## src/rtl/shift_left_seq_32bit_pkg.sv

```systemverilog
// ============================================================================
// shift_left_seq_32bit_pkg : shared ALU widths and shifter state codes
// Revision: 1.0
// ============================================================================
`default_nettype none

package shift_left_seq_32bit_pkg;

  localparam int ALU_WIDTH   = 32;
  localparam int ALU_SHAMT_W = 5;
  // Stage counter must also hold the one-past-last value seen in DONE.
  localparam int ALU_STAGE_W = 3;

  typedef enum logic [1:0] {
    SHL_IDLE  = 2'd0,
    SHL_SHIFT = 2'd1,
    SHL_DONE  = 2'd2
  } shl_state_e;

endpackage

`default_nettype wire

```

## src/rtl/shift_left_stage.sv

```systemverilog
// ============================================================================
// shift_left_stage : one log-shifter stage, shifts by 1<<stage_i when enabled
// Revision: 1.0
// ============================================================================
`default_nettype none

module shift_left_stage #(
  parameter int WIDTH = 32,
  parameter int IDX_W = 3
) (
  input  logic [WIDTH-1:0] data_i,
  input  logic             en_i,
  input  logic [IDX_W-1:0] stage_i,
  output logic [WIDTH-1:0] data_o,
  output logic [WIDTH-1:0] lost_o
);

  logic [6:0]       w_sh;
  logic [WIDTH-1:0] w_ones;
  logic [WIDTH-1:0] w_lost_mask;

  assign w_sh        = 7'd1 << stage_i;
  assign w_ones      = {WIDTH{1'b1}};
  // Top w_sh bits of the operand are the ones pushed off the end.
  assign w_lost_mask = ~(w_ones >> w_sh);

  assign data_o = en_i ? (data_i << w_sh) : data_i;
  assign lost_o = en_i ? (data_i & w_lost_mask) : '0;

endmodule

`default_nettype wire

```

## src/rtl/shift_left_seq_32bit.sv

```systemverilog
// ============================================================================
// shift_left_seq_32bit : multi-cycle zero-fill left shifter, one stage/clock
// Optional lost-bit flag OVF under macro SHL_OVF_EN.   Revision: 1.0
// ============================================================================
`default_nettype none

module shift_left_seq_32bit
  import shift_left_seq_32bit_pkg::*;
#(
  parameter int WIDTH   = ALU_WIDTH,
  parameter int SHAMT_W = ALU_SHAMT_W
) (
  input  logic             clk,
  input  logic             rst,
  input  logic             IN_VALID,
  output logic             IN_READY,
  input  logic [WIDTH-1:0] X,
  input  logic [WIDTH-1:0] Y,
  output logic             OUT_VALID,
  input  logic             OUT_READY,
`ifdef SHL_OVF_EN
  output logic             OVF,
`endif
  output logic [WIDTH-1:0] Z
);

  shl_state_e               state_q, state_d;
  logic [WIDTH-1:0]         acc_q, acc_d;
  logic [SHAMT_W-1:0]       amt_q, amt_d;
  logic [ALU_STAGE_W-1:0]   stage_q, stage_d;

  logic                     clamp;
  logic                     stage_en;
  logic [WIDTH-1:0]         stage_data;
  logic [WIDTH-1:0]         stage_lost;

  // Negative or >= WIDTH amounts both show up as nonzero upper bits.
  assign clamp    = |Y[WIDTH-1:SHAMT_W];
  assign stage_en = (state_q == SHL_SHIFT) && amt_q[stage_q];

  shift_left_stage #(
    .WIDTH (WIDTH),
    .IDX_W (ALU_STAGE_W)
  ) u_stage (
    .data_i  (acc_q),
    .en_i    (stage_en),
    .stage_i (stage_q),
    .data_o  (stage_data),
    .lost_o  (stage_lost)
  );

`ifdef SHL_OVF_EN
  logic lost_q, lost_d;
`else
  logic unused_lost;
  assign unused_lost = |stage_lost;
`endif

  always_ff @(posedge clk) begin
    if (rst) begin
      state_q <= SHL_IDLE;
      acc_q   <= '0;
      amt_q   <= '0;
      stage_q <= '0;
`ifdef SHL_OVF_EN
      lost_q  <= 1'b0;
`endif
    end else begin
      state_q <= state_d;
      acc_q   <= acc_d;
      amt_q   <= amt_d;
      stage_q <= stage_d;
`ifdef SHL_OVF_EN
      lost_q  <= lost_d;
`endif
    end
  end

  always_comb begin
    state_d = state_q;
    acc_d   = acc_q;
    amt_d   = amt_q;
    stage_d = stage_q;
`ifdef SHL_OVF_EN
    lost_d  = lost_q;
`endif
    case (state_q)
      SHL_IDLE: begin
        if (IN_VALID) begin
          state_d = SHL_SHIFT;
          acc_d   = clamp ? '0 : X;
          amt_d   = Y[SHAMT_W-1:0];
          stage_d = '0;
`ifdef SHL_OVF_EN
          lost_d  = clamp ? |X : 1'b0;
`endif
        end
      end
      SHL_SHIFT: begin
        acc_d   = stage_data;
        stage_d = stage_q + 1'b1;
`ifdef SHL_OVF_EN
        lost_d  = lost_q | (|stage_lost);
`endif
        if (stage_q == ALU_STAGE_W'(SHAMT_W - 1)) begin
          state_d = SHL_DONE;
        end
      end
      SHL_DONE: begin
        if (OUT_READY) begin
          state_d = SHL_IDLE;
        end
      end
      default: begin
        state_d = SHL_IDLE;
      end
    endcase
  end

  assign IN_READY  = (state_q == SHL_IDLE);
  assign OUT_VALID = (state_q == SHL_DONE);
  assign Z         = OUT_VALID ? acc_q : '0;
`ifdef SHL_OVF_EN
  assign OVF       = OUT_VALID ? lost_q : 1'b0;
`endif

endmodule

`default_nettype wire
```

## config.mk

```make
export PLATFORM = sky130hd
export DESIGN_NAME = shift_left_seq_32bit
export DESIGN_NICKNAME = d
export VERILOG_FILES = /design/src/rtl/shift_left_seq_32bit_pkg.sv /design/src/rtl/shift_left_stage.sv /design/src/rtl/shift_left_seq_32bit.sv
export SDC_FILE = /design/constraint.sdc
export NUM_CORES = 1
export LEC_CHECK = 0
export CAP_MARGIN = 25
export CELL_PAD_IN_SITES_DETAIL_PLACEMENT = 1
export CELL_PAD_IN_SITES_GLOBAL_PLACEMENT = 1
export CORE_AREA = 2 2 102 123
export CTS_CLUSTER_SIZE = 14
export DETAILED_ROUTE_END_ITERATION = 7
export DIE_AREA = 0 0 104 125
export PLACE_DENSITY = 0.81
export SLEW_MARGIN = 15
export SYNTH_ARGS = -nofsm -noshare
export SYNTH_HDL_FRONTEND = slang
export SYNTH_SLANG_ARGS = --single-unit
```

## constraint.sdc

```tcl
create_clock -name clk -period 3.4 [get_ports clk]
set_input_delay 0.34 -clock clk [delete_from_list [all_inputs] [get_ports clk]]
set_output_delay 0.34 -clock clk [all_outputs]
set_load 0.05 [all_outputs]
```

==> Word-level counts from Yosys, hierarchy flattened <==
Cells that the tools add are included.
{ "totals": {"out_inout_bits": 34, "register_bits": 42} }
{ "op_classes": {"add_sub_neg": 1, "order_cmp": 1, "n_eq_ne": 7, "n_reduce_logical": 8, "shifts": 2, "muxes": 13} }
{ "ops": {"columns": ["operator", "n"], "rows": [
  ["two-way mux 32 bit", 4],
  ["case mux 32 bit (2 select lines)", 1],
  ["<< shifter 32 x 7 -> 32 bit", 1],
  ["OR reduction 27 bit", 1],
  ["<< shifter 1 x 3 -> 7 bit, first input constant", 1],
  ["two-way mux 2 bit", 3],
  ["inequality test 2 x 1 -> 1 bit, second input constant", 3],
  ["case mux 2 bit (3 select lines)", 1],
  ["case mux 3 bit (2 select lines)", 1],
  ["AND reduction 3 bit", 2],
  ["< comparator 3 x 4 -> 1 bit, second input constant", 1],
  ["AND reduction 2 bit", 2],
  ["adder 3 x 1 -> 3 bit, second input constant", 1],
  ["binary-select mux 1 bit (select 3 bit)", 1],
  ["equality test 3 bit, second input constant", 1],
  ["two-way mux 3 bit", 1],
  ["equality test 2 x 1 -> 1 bit, second input constant", 1],
  ["equality test 2 bit, second input constant", 1],
  ["zero test 2 bit", 1],
  ["inequality test 2 bit, second input constant", 1],
  ["nonzero test 2 bit", 1],
  ["logical AND 1 bit", 1],
  ["two-way mux 1 bit", 1]
]} }

==> Logic depth before layout (Yosys ltp) <==
{ "logic_depth": {"depth_word": 5, "depth_mapped": 11, "depth_no_buf": 8} }

==> Modules after synthesis <==
From an unflattened synthesis, not the netlist that was laid out.
{ "unflattened": {"cells_unflattened": 566, "area_unflattened_um2": 4406.7} }
{ "by_module_without_submodules": {"columns": ["module", "seq_area_each_um2", "area_each_um2", "cells_per_inst", "instances"], "rows": [
  ["shift_left_seq_32bit", 840.8, 2502.4, 288, 1],
  ["shift_left_stage", 0.0, 1904.3, 278, 1]
]} }

==> Worst setup path after synthesis <==
No wires, ideal clock.
{ "synth_timing": {"kind": "register to register", "start": "register stage_q[2]", "end": "register acc_q[14]", "setup_slack_ns": 1.011, "setup_time_ns": 0.132, "arrival_time_ns": 2.257, "period_less_slack_ns": 2.389, "path_stages_with_launch": 11, "n_path_buf": 4, "required_time_ns": 3.268, "path_cell_list": "dfxtp_1 buf_2 inv_1 clkbuf_1 ha_1 clkbuf_1 clkinv_1 clkbuf_1 mux4_2 a221oi_2 nor3_1"} }
{ "synth_via": {"elab_chain_cells": 5, "elab_cells_between_ends": 9, "classes_between": "eq/ne (1); shift (2); mux (4); reduce/logical (2)"} }
{ "synth_rtl": {"columns": ["item", "line_no", "source"], "rows": [
  ["start: declaration", "shift_left_seq_32bit.sv:30", "logic [ALU_STAGE_W-1:0] stage_q, stage_d;"],
  ["start signal: assignment", "shift_left_seq_32bit.sv:72", "stage_q <= stage_d;"],
  ["branches (longest 5 deep; another with << shifter 32 x 7 -> 32 bit)", null, null],
  ["end signal: assignment", "shift_left_seq_32bit.sv:62", "acc_q <= '0;"],
  ["end signal: assignment", "shift_left_seq_32bit.sv:70", "acc_q <= acc_d;"],
  ["end: declaration", "shift_left_seq_32bit.sv:28", "logic [WIDTH-1:0] acc_q, acc_d;"]
]} }
Several ways; the timed one is not identified. The select of a mux whose other input is x is not followed.
A chain may end at the register's enable or synchronous reset.

==> Worst setup path in the final report <==
{ "layout_timing": {"start": "register stage_q[0]", "end": "register acc_q[23]"} }
The elaborated chain is that of the path after synthesis.

==> results.yml <==
place:
  dp_cells: 803
  hpwlAfterDp_um: 15180
  gp_congestion: 0.9831
  placed_area_um2: 5438
  port_buffers: 101
yosys:
  yosysSeqAreaShare_pct: 20.20
  synthDistinctLibCells: 66
  ys_async_sr_fraction_pct: 0
  synth_nets: 629
  synth_warnings: 0
  yosys_register_bits: 42
  synth_flop_cell: "dfxtp_1"
  synthCells: 556
  synthesis.area_um2: 4161
  post_synth.cell_area_avg_um2: 7.485
  synth_edf_count: 0
sta:
  finalSetupTns_ps: 0
  max_freq_mhz: 346.8
  slew_violations: 0
  min_period_ps: 2883
  fin_crit_sh_pct: 84.80
  fin_skew_ps: 5.927
  finalHoldViolCount: 0
  rsz0062_at_grt: "no"
  tightestPinTransition_ps: 745.3
  setup_viol: 0
  maxSlewHeadroom_pct: 50.31
detailed_routing:
  routed_wl_um: 20220
  firstDrtPassIters: 5
  drc: 0
  drtIter0Drc: 620
  routedWlPerCell_um: 24.93
  ant_nets: 0
  viasPerCell: 6.456
  vias: 5236
worst_hold_path:
  holdPathStages: 2
  min_path_type: "reg -> reg"
power:
  seqPwrFrac_pct: 33.8
  clockPowerShare_pct: 29.0
  p_per_area_nw_per_um2: 322.9
  intPower_mw: 1.119
  p_sw_uw: 685.2
  comb_power_share_pct: 37.2
  p_sw_share_pct: 37.97
  leakagePower_nw: 2.081
  max-vdd-ir-drop_v: 0.0001653
floorplan:
  pin_count: 102
  rows: 44
  core-area_um2: 11890
  initial_core_util_pct: 35.00
  die_height_um: 125
  die_x_um: 104
  dieArea_um2: 13000
clocking:
  cts_sinks: 42
  cts_root_buf: "clkbuf_16"
  holdBufCountCts: 0
  clock_path_buffers: 2
  ctsHtreeMaxLevel: 2
  cts-buffers-inserted: 5
  clk_latency_ps: 300
  cts_resized: 0
  cts.reportedPaths.clkPinSlew_ps: 70
  post-cts-setup-buffer-count: 0
  cts_tree: "built"
critical_path:
  reg2regPathDepth: 8
  critPathArrivalTime_ps: 3090
  critPathMaxFanout: 19
  cp.required_ps: 3610
  cp-end-kind: "flip-flop"
  critical_path_class: "reg -> reg"
  worstSetupStartpointType: "flip-flop"
outcome:
  outcome: "completed"
grt:
  gr-total-overflow: 0
  grt_pass1_vias: 5351
  grt_pass1_wl_um: 31400
  gr-usage-all-layers_pct: 30.61
  grt_start_max_net_pins: 35
  antenna_found_initial: 0
finish:
  drive_above_1_share_pct: 12.31
  fillers: 1518
  nets: 722
  regArea_um2: 840.8
  multi_input_area_um2: 3045
  syn2layout_area_growth_pct: 34.31
  fin_cells: 811
  diodes: 0
  fin_area_um2: 5589
flow_run:
  drv_cap: 0
## power by group through the flow
stage	logic (mW)	clock network (mW)	registers, mW
CTS	0.654	0.524	0.607
global placement	0.629	0	0.618
detailed placement	0.649	0	0.618
floorplan	0.404	0	0.583
global route	0.713	0.547	0.616
finish	0.671	0.524	0.610
## final timing paths
path,from,endpoint,slack [ps]
setup / recovery,stage_q[0]$_SDFFE_PP0P_,acc_q[23]$_SDFFE_PP0P_,520
hold / removal,amt_q[0]$_SDFFE_PP0P_,amt_q[0]$_SDFFE_PP0P_,490
setup reg to reg,stage_q[0]$_SDFFE_PP0P_,acc_q[23]$_SDFFE_PP0P_,520
hold reg to reg,amt_q[0]$_SDFFE_PP0P_,amt_q[0]$_SDFFE_PP0P_,490
## critical path: stages (launching register included)
cell,delay (ps)
dfxtp_1,380
inv_1,110
ha_1,340
nor2b_2,480
buf_4,350
mux2i_1,320
a221oi_1,160
or3_1,380
a211oi_1,260
## registers in the layout (all words and copies together), names as in the netlist
| name | cells |
|---|---|
| stage_q | 3 |
| amt_q | 5 |
| acc_q | 32 |
| state_q | 2 |
## Yosys cell counts (all sizes together) (4+ instances only)
cell / count / area [um^2]
a211o: 4 / 35.03
a211oi: 20 / 155.1
a21o: 4 / 30.03
a21oi: 47 / 239.0
a221o: 4 / 40.04
a221oi: 26 / 240.2
a22oi: 13 / 112.6
a311oi: 4 / 35.03
a31oi: 4 / 25.02
a32oi: 6 / 52.55
and2: 34 / 212.7
buf: 29 / 152.7
clkbuf: 23 / 86.33
dfxtp: 42 / 840.8
ha: 5 / 62.56
inv: 11 / 41.29
mux2: 14 / 157.7
mux2i: 27 / 270.3
mux4: 4 / 90.09
nand2: 39 / 146.4
nand2b: 7 / 43.79
nand3: 5 / 25.02
nor2: 63 / 236.5
nor2b: 10 / 62.56
nor3: 18 / 90.09
nor4: 8 / 50.05
o21ai: 22 / 110.1
o221a: 5 / 56.30
o221ai: 7 / 61.31
o22ai: 4 / 25.02
o32ai: 4 / 35.03
or2: 4 / 25.02
## cell type report
cell class,count,share of cell area [%]
Inverter,13,0.8731
Clock inverter,2,0.2239
Sequential cell,42,15.04
Multi-Input combinational cell,449,54.49
Timing Repair Buffer,138,23.28
Clock buffer,6,2.485
Tap cell,161,3.604
## cell usage in the layout (no fill, tap or decap), types with 4 or more instances in the layout
cell,synthesis,routed
clkdlybuf4s50_1,0,101
nor2_1,63,61
a21oi_1,46,46
dfxtp_1,42,42
nand2_1,39,39
buf_4,5,36
and2_1,34,34
mux2i_1,27,27
a221oi_1,24,24
a211oi_1,19,19
o21ai_0,18,18
nor3_1,18,18
mux2_2,14,14
inv_1,10,10
a22oi_1,10,10
nor4_1,8,8
nand2b_1,7,7
nor2b_1,10,7
o221ai_1,7,7
a32oi_1,6,6
nand3_1,5,5
ha_1,5,5
clkbuf_16,0,5
o32ai_1,4,4
o21ai_1,4,4
mux4_2,4,4
a21o_1,4,4
a311oi_1,4,4
a211o_1,4,4
o22ai_1,4,4
a31oi_1,4,4
a221o_1,4,4
## per-layer routing
layer / global-route usage [%] / vias to the layer above / wire, um
li1: - / 2300 / -
met1: 38.14 / 2545 / 8042
met2: 50.31 / 308 / 9499
met3: 5.266 / 83 / 1605
met4: 16.53 / 0 / 1072
met5: 0 / - / 0
## logic make-up (layout without fill, tap and decap cells)
group                      Yosys count  in the layout  share of synthesized area (%)
muxes                               45             45                          12.45
DFF                                 42             42                          20.20
and+or+nand+nor                    197            197                          23.15
buffers and inverters               65            159                          6.915
adders and majority gates            5              5                          1.503
AOI/OAI and AO/OA                  202            202                          35.78
## through the flow
step	total power, mW	worst slack [ps]	util [%]	hold WS (ps)
after floorplan	0.9865	1011	-	452.3
after global placement	1.247	730.4	45.73	487.9
after detailed placement	1.267	601.4	45.73	482.0
after CTS	1.785	559.4	47.00	497.7
after global routing	1.876	338.0	47.00	520.1
final	1.805	516.8	47.00	494.8
(Power assumes the default switching activity.)
